File: src/rtl/riscv_multicycle_ctrl.sv
// riscv_multicycle_ctrl: multi-cycle control FSM for the RV32I datapath.
// Sequences FETCH -> DECODE -> EXECUTE -> (MEM) -> (WB) and drives the shared
// memory port (req/ready), ALU operand muxes, register-file write and PC update.
// Illegal opcodes park the FSM in TRAP until reset.
// Optional retired-instruction counter: define RISCV_CTRL_PERF_EN.
module riscv_multicycle_ctrl #(
  parameter int XLEN  = 32,
  parameter int CNT_W = 32
) (
  input  logic             clk,
  input  logic             rst,
  input  logic             run,
  input  logic [XLEN-1:0]  instr,
  input  logic             branch_taken,
  input  logic             mem_ready,
  output logic             mem_req,
  output logic             mem_we,
  output logic             mem_ifetch,
  output logic             ir_we,
  output logic             pc_we,
  output logic             pc_sel,
  output logic [1:0]       alu_a_sel,
  output logic [1:0]       alu_b_sel,
  output logic             rf_we,
  output logic [1:0]       wb_sel,
  output logic             trap,
  output logic [2:0]       state,
  output logic [CNT_W-1:0] retired
);

  // S_FETCH_WAIT is an internal FETCH variant that keeps an issued fetch
  // request alive after run drops; it reports as FETCH on the state port.
  typedef enum logic [2:0] {
    S_FETCH      = 3'd0,
    S_DECODE     = 3'd1,
    S_EXECUTE    = 3'd2,
    S_MEM        = 3'd3,
    S_WB         = 3'd4,
    S_TRAP       = 3'd5,
    S_FETCH_WAIT = 3'd6
  } state_e;

  localparam logic [6:0] OPC_OP     = 7'b0110011;
  localparam logic [6:0] OPC_OP_IMM = 7'b0010011;
  localparam logic [6:0] OPC_LOAD   = 7'b0000011;
  localparam logic [6:0] OPC_STORE  = 7'b0100011;
  localparam logic [6:0] OPC_BRANCH = 7'b1100011;
  localparam logic [6:0] OPC_JAL    = 7'b1101111;
  localparam logic [6:0] OPC_JALR   = 7'b1100111;
  localparam logic [6:0] OPC_LUI    = 7'b0110111;
  localparam logic [6:0] OPC_AUIPC  = 7'b0010111;

  localparam logic [1:0] A_RS1  = 2'd0;
  localparam logic [1:0] A_PC   = 2'd1;
  localparam logic [1:0] A_ZERO = 2'd2;
  localparam logic [1:0] B_RS2  = 2'd0;
  localparam logic [1:0] B_IMM  = 2'd1;

  localparam logic [1:0] WB_ALU = 2'd0;
  localparam logic [1:0] WB_MEM = 2'd1;
  localparam logic [1:0] WB_PC4 = 2'd2;

  state_e     state_q, state_d;
  logic [6:0] opcode_q, opcode_d;

  logic is_op, is_op_imm, is_load, is_store, is_branch;
  logic is_jal, is_jalr, is_lui, is_auipc;

  // Only the opcode field is consumed here; the rest goes to other blocks.
  logic unused_instr_hi;
  assign unused_instr_hi = ^instr[XLEN-1:7];

  function automatic logic opcode_legal(input logic [6:0] op);
    case (op)
      OPC_OP, OPC_OP_IMM, OPC_LOAD, OPC_STORE, OPC_BRANCH,
      OPC_JAL, OPC_JALR, OPC_LUI, OPC_AUIPC: opcode_legal = 1'b1;
      default:                               opcode_legal = 1'b0;
    endcase
  endfunction

  // Classify the latched opcode.
  always_comb begin
    is_op     = (opcode_q == OPC_OP);
    is_op_imm = (opcode_q == OPC_OP_IMM);
    is_load   = (opcode_q == OPC_LOAD);
    is_store  = (opcode_q == OPC_STORE);
    is_branch = (opcode_q == OPC_BRANCH);
    is_jal    = (opcode_q == OPC_JAL);
    is_jalr   = (opcode_q == OPC_JALR);
    is_lui    = (opcode_q == OPC_LUI);
    is_auipc  = (opcode_q == OPC_AUIPC);
  end

  // State and opcode latch registers.
  always_ff @(posedge clk or posedge rst) begin
    if (rst) begin
      state_q  <= S_FETCH;
      opcode_q <= '0;
    end else begin
      state_q  <= state_d;
      opcode_q <= opcode_d;
    end
  end

  // Next-state and output decode; all outputs forced low while rst is high.
  always_comb begin
    state_d    = state_q;
    opcode_d   = opcode_q;
    mem_req    = 1'b0;
    mem_we     = 1'b0;
    mem_ifetch = 1'b0;
    ir_we      = 1'b0;
    pc_we      = 1'b0;
    pc_sel     = 1'b0;
    alu_a_sel  = A_RS1;
    alu_b_sel  = B_RS2;
    rf_we      = 1'b0;
    wb_sel     = WB_ALU;
    trap       = 1'b0;

    if (!rst) begin
      // The ALU is combinational with no result register, so the operand
      // selection is held through MEM and WB to keep address/target stable.
      if (state_q inside {S_EXECUTE, S_MEM, S_WB}) begin
        if (is_op) begin
          alu_a_sel = A_RS1;
          alu_b_sel = B_RS2;
        end else if (is_lui) begin
          alu_a_sel = A_ZERO;
          alu_b_sel = B_IMM;
        end else if (is_auipc || is_jal || is_branch) begin
          alu_a_sel = A_PC;
          alu_b_sel = B_IMM;
        end else begin
          alu_a_sel = A_RS1;
          alu_b_sel = B_IMM;
        end
      end

      case (state_q)
        S_FETCH: begin
          if (run) begin
            mem_req    = 1'b1;
            mem_ifetch = 1'b1;
            if (mem_ready) begin
              ir_we   = 1'b1;
              state_d = S_DECODE;
            end else begin
              state_d = S_FETCH_WAIT;
            end
          end
        end
        S_FETCH_WAIT: begin
          mem_req    = 1'b1;
          mem_ifetch = 1'b1;
          if (mem_ready) begin
            ir_we   = 1'b1;
            state_d = S_DECODE;
          end
        end
        S_DECODE: begin
          opcode_d = instr[6:0];
          state_d  = opcode_legal(instr[6:0]) ? S_EXECUTE : S_TRAP;
        end
        S_EXECUTE: begin
          if (is_branch) begin
            pc_we   = 1'b1;
            pc_sel  = branch_taken;
            state_d = S_FETCH;
          end else if (is_load || is_store) begin
            state_d = S_MEM;
          end else begin
            state_d = S_WB;
          end
        end
        S_MEM: begin
          mem_req = 1'b1;
          mem_we  = is_store;
          if (mem_ready) begin
            if (is_store) begin
              pc_we   = 1'b1;
              state_d = S_FETCH;
            end else begin
              state_d = S_WB;
            end
          end
        end
        S_WB: begin
          rf_we   = 1'b1;
          pc_we   = 1'b1;
          pc_sel  = is_jal || is_jalr;
          if (is_load)                wb_sel = WB_MEM;
          else if (is_jal || is_jalr) wb_sel = WB_PC4;
          else                        wb_sel = WB_ALU;
          state_d = S_FETCH;
        end
        S_TRAP: begin
          trap = 1'b1;
        end
        default: begin
          state_d = S_FETCH;
        end
      endcase
    end
  end

  // Report the architectural state code.
  always_comb begin
    state = (state_q == S_FETCH_WAIT) ? 3'd0 : 3'(state_q);
  end

`ifdef RISCV_CTRL_PERF_EN
  logic [CNT_W-1:0] retired_q, retired_d;

  // Every pc_we pulse completes exactly one instruction; TRAP never pulses.
  always_comb begin
    retired_d = retired_q;
    if (pc_we) retired_d = retired_q + CNT_W'(1);
  end

  // Retired-instruction counter register.
  always_ff @(posedge clk or posedge rst) begin
    if (rst) retired_q <= '0;
    else     retired_q <= retired_d;
  end

  assign retired = retired_q;
`else
  assign retired = '0;
`endif

endmodule

File: config.mk
export PLATFORM = sky130hd
export DESIGN_NAME = riscv_multicycle_ctrl
export DESIGN_NICKNAME = d
export VERILOG_FILES = /design/src/rtl/riscv_multicycle_ctrl.sv
export SDC_FILE = /design/constraint.sdc
export NUM_CORES = 1
export LEC_CHECK = 0
export BUFFER_PORTS_ARGS = -buffer_cell sky130_fd_sc_hd__buf_2
export CAP_MARGIN = 20
export CORE_MARGIN = 8
export CORE_UTILIZATION = 26
export CTS_CLUSTER_DIAMETER = 80
export DETAILED_ROUTE_END_ITERATION = 12
export PLACE_DENSITY_LB_ADDON = 0.08
export SYNTH_ARGS = -nofsm -noshare
export SYNTH_HDL_FRONTEND = slang
export SYNTH_SLANG_ARGS = --single-unit
export TNS_END_PERCENT = 5
File: constraint.sdc
create_clock -name clk -period 4.15 [get_ports clk]
set_clock_uncertainty 0.2 [all_clocks]
set_input_delay 0.83 -clock clk [delete_from_list [all_inputs] [get_ports clk]]
set_output_delay 0.83 -clock clk [all_outputs]
set_load 0.1 [all_outputs]
==> metrics.txt <==
width of the die 81.56 microns; final setup vio count 0; Skew-Pair Late Insertion Delay 0.23 ns; design area 0.001226 sq mm; Antenna Nets Post-Route 0; Seq cells post-synth 10; Worst Path Required 3.12 ns; Initial DRC Count 53; crit-path max FO 16; placement-stage cell area 0.001171 sq mm; Final Hold Slack 0.4058 ns; max_cap viols 0; Routed WL 2.898 mm; vias in the first global route 856; post-synth cell types 46; Critical path origin state_q[0]; Max H-tree Level 1; Max Clk Rate 0.3081 GHz; vias 954; # IOs 86; largest net degree at the start of global routing 17; first-pass GRT wire length 4.202 mm; Critical R2R Launch state_q[0]; worst hold path class flip-flop to flip-flop; Total GRT Usage 7.977%; syn_area_per_cell 8.156 sq um; crit path buf inv count 1; Cell Rows 24; Max IR drop VDD 0.3458 mV; clock sinks 10; Slowest cell on crit path dfrtp_1; initial antenna violation count 0; clock slew seen by the registers of the worst setup and hold paths 0.05 ns; Post-Syn Instances 137; Final nets 200; drt pass-1 iters 4; CTS tree built; leakage 0.5907 nW; area growth from synthesis to layout 9.743%; cts hold-fix bufs 0; crit-path max cell delay 0.55 ns; Max clock buf depth 2; Tcrit/Tclk final 78.22%; Multi-input gate area 690.7 sq um; CP startpoint kind flip-flop; total CTS buffers 3; DR WL/cell 13.54 microns; final worst slack 0.9039 ns; worst path cell trace or3b_1 > nand2_1 > nand2_1 > nor4_2 > buf_2; cell mode on critical path nand2_1; DRC violations left 0; min-delay src opcode_q[1]; max-slew violations 0; post-place setup slack 1.136 ns; Rel. slew slack 64.78%; core outline area 0.004234 sq mm; Synth Warn # 0; Die H 81.56 microns; Diodes inserted 0; gr ovfl total 0; gpl congestion 0.7182; sequential-to-total area share from yosys stat 22.40%; Fin. Hold Viols 0; share of cells above drive strength 1 27.78%; Worst-Margin Slew 0.5243 ns; mapped cell area 0.001117 sq mm; Buffers on Ports 27; register area 250.2 sq um; total power 1.073 mW; post-cts repair resize count 0; clock root cell clkbuf_8; status complete, no violations; Setup CP Type flip-flop to output pin; Final Critical Period 3.246 ns; unrepaired setup endpoints after global routing false; Setup Buffers After CTS 0; full die area 0.006651 sq mm; Filler Cells Inserted 476; pwr/cell area 875.3 mW/mm^2; Via density 4.458; hpwl dp 2.397 mm; crit end category output pin; cell family with most CP delay simple AND/OR/NAND/NOR gates; CP arrival 2.22 ns; Initial Util 26.39%
routing by layer:
metal / wire length (microns) / track usage, % / vias to the layer above / part of all wire, %
li1: - / - / 470 / -
met1: 1267 / 10.61 / 443 / 44
met2: 1285 / 12.09 / 39 / 44
met3: 329 / 2.188 / 2 / 11
met4: 15 / 2.679 / 0 / 0.52
met5: 0 / 0 / - / 0
cell families (layout without fill, tap and decap cells):
logic type             count (synthesis)  in the layout  share of synthesized area [%]
buffers and inverters                 45             38                          27.10
muxes                                  7              7                          6.942
and+or+nand+nor                       49             49                          26.65
other                                  1             33                         0.3356
DFF                                   10             10                          22.40
AOI/OAI and AO/OA                     25             25                          16.57
synthesized netlist by cell type (all sizes together):
cell type / count / area (sq um)
buf: 36 / 269.0
nor2: 11 / 41.29
dfrtp: 10 / 250.2
a21oi: 8 / 40.04
nand2: 7 / 26.28
inv: 6 / 22.52
mux2: 6 / 67.56
nor3: 6 / 30.03
nor4: 6 / 58.80
nand2b: 4 / 25.02
clkbuf: 3 / 11.26
and2: 2 / 12.51
nand3b: 2 / 15.01
o211ai: 2 / 15.01
o21ai: 2 / 10.01
a2111oi: 1 / 15.01
a211o: 1 / 8.760
a21boi: 1 / 7.510
a21o: 1 / 7.510
a221o: 1 / 10.01
a2bb2o: 1 / 10.01
a311o: 1 / 10.01
a31o: 1 / 8.760
a31oi: 1 / 6.260
a32o: 1 / 10.01
and3b: 1 / 8.760
and4: 1 / 8.760
and4bb: 1 / 12.51
conb: 1 / 3.750
mux2i: 1 / 10.01
nand3: 1 / 5.000
nand4: 1 / 6.260
nand4bb: 1 / 11.26
nor2b: 1 / 6.260
nor3b: 1 / 7.510
o2111ai: 1 / 8.760
o21a: 1 / 7.510
o32a: 1 / 10.01
or2b: 1 / 7.510
or3: 1 / 6.260
or3b: 1 / 8.760
flip-flops by register name (all words and copies together) (netlist names):
| name | flops |
|---|---|
| opcode_q | 7 |
| state_q | 3 |
per-stage QoR:
stage	util (%)	setup TNS [ns]	instances
3_5_place_dp	27.66	0	210
4_1_cts	28.96	0	214
5_1_grt	28.96	0	214
2_1_floorplan	-	-2.287	169
3_3_place_gp	27.66	0	210
6_report	28.96	0	214
power breakdown:
part	switching (mW)	internal, mW
Clock	0.0377	0.0834
Sequential	0.112	0.146
Combinational	0.523	0.172
Total	0.672	0.401
placed cells by master (no fill, tap or decap), types with 2 or more instances in the layout:
master | Yosys | routed
o21ai_0 | 2 | 2
buf_2 | 2 | 27
and2_1 | 2 | 2
mux2_2 | 6 | 6
conb_1 | 1 | 33
nor4_1 | 4 | 3
nand2b_1 | 4 | 4
nand2_1 | 7 | 7
nand3b_1 | 2 | 2
nor4_2 | 1 | 2
inv_1 | 5 | 5
dfrtp_1 | 10 | 10
clkbuf_8 | 0 | 4
nor2_1 | 11 | 11
o211ai_1 | 2 | 2
nor3_1 | 6 | 6
a21oi_1 | 8 | 8
path summary, 6_finish.rpt:
check / end / slack [ns] / depth (start not counted)
worst max-delay path: alu_a_sel[1] / 0.90 / 5
worst min-delay path: opcode_q[1] / 0.41 / 1
worst max register to register: opcode_q[1] / 2.09 / 3
worst min register to register: opcode_q[1] / 0.41 / 1
max in group asynchronous: opcode_q[3] / 3.06 / 3
min in group asynchronous: state_q[0] / 0.54 / 3
layout make-up:
cell class,count,area share (%)
repair buffers,28,11.63
multi-input cells,114,56.33
clock buffers,4,4.490
well taps,52,5.306
flip-flops and latches,10,20.41
inverters,6,1.837
Note: power is estimated with default switching activity, not from simulation.
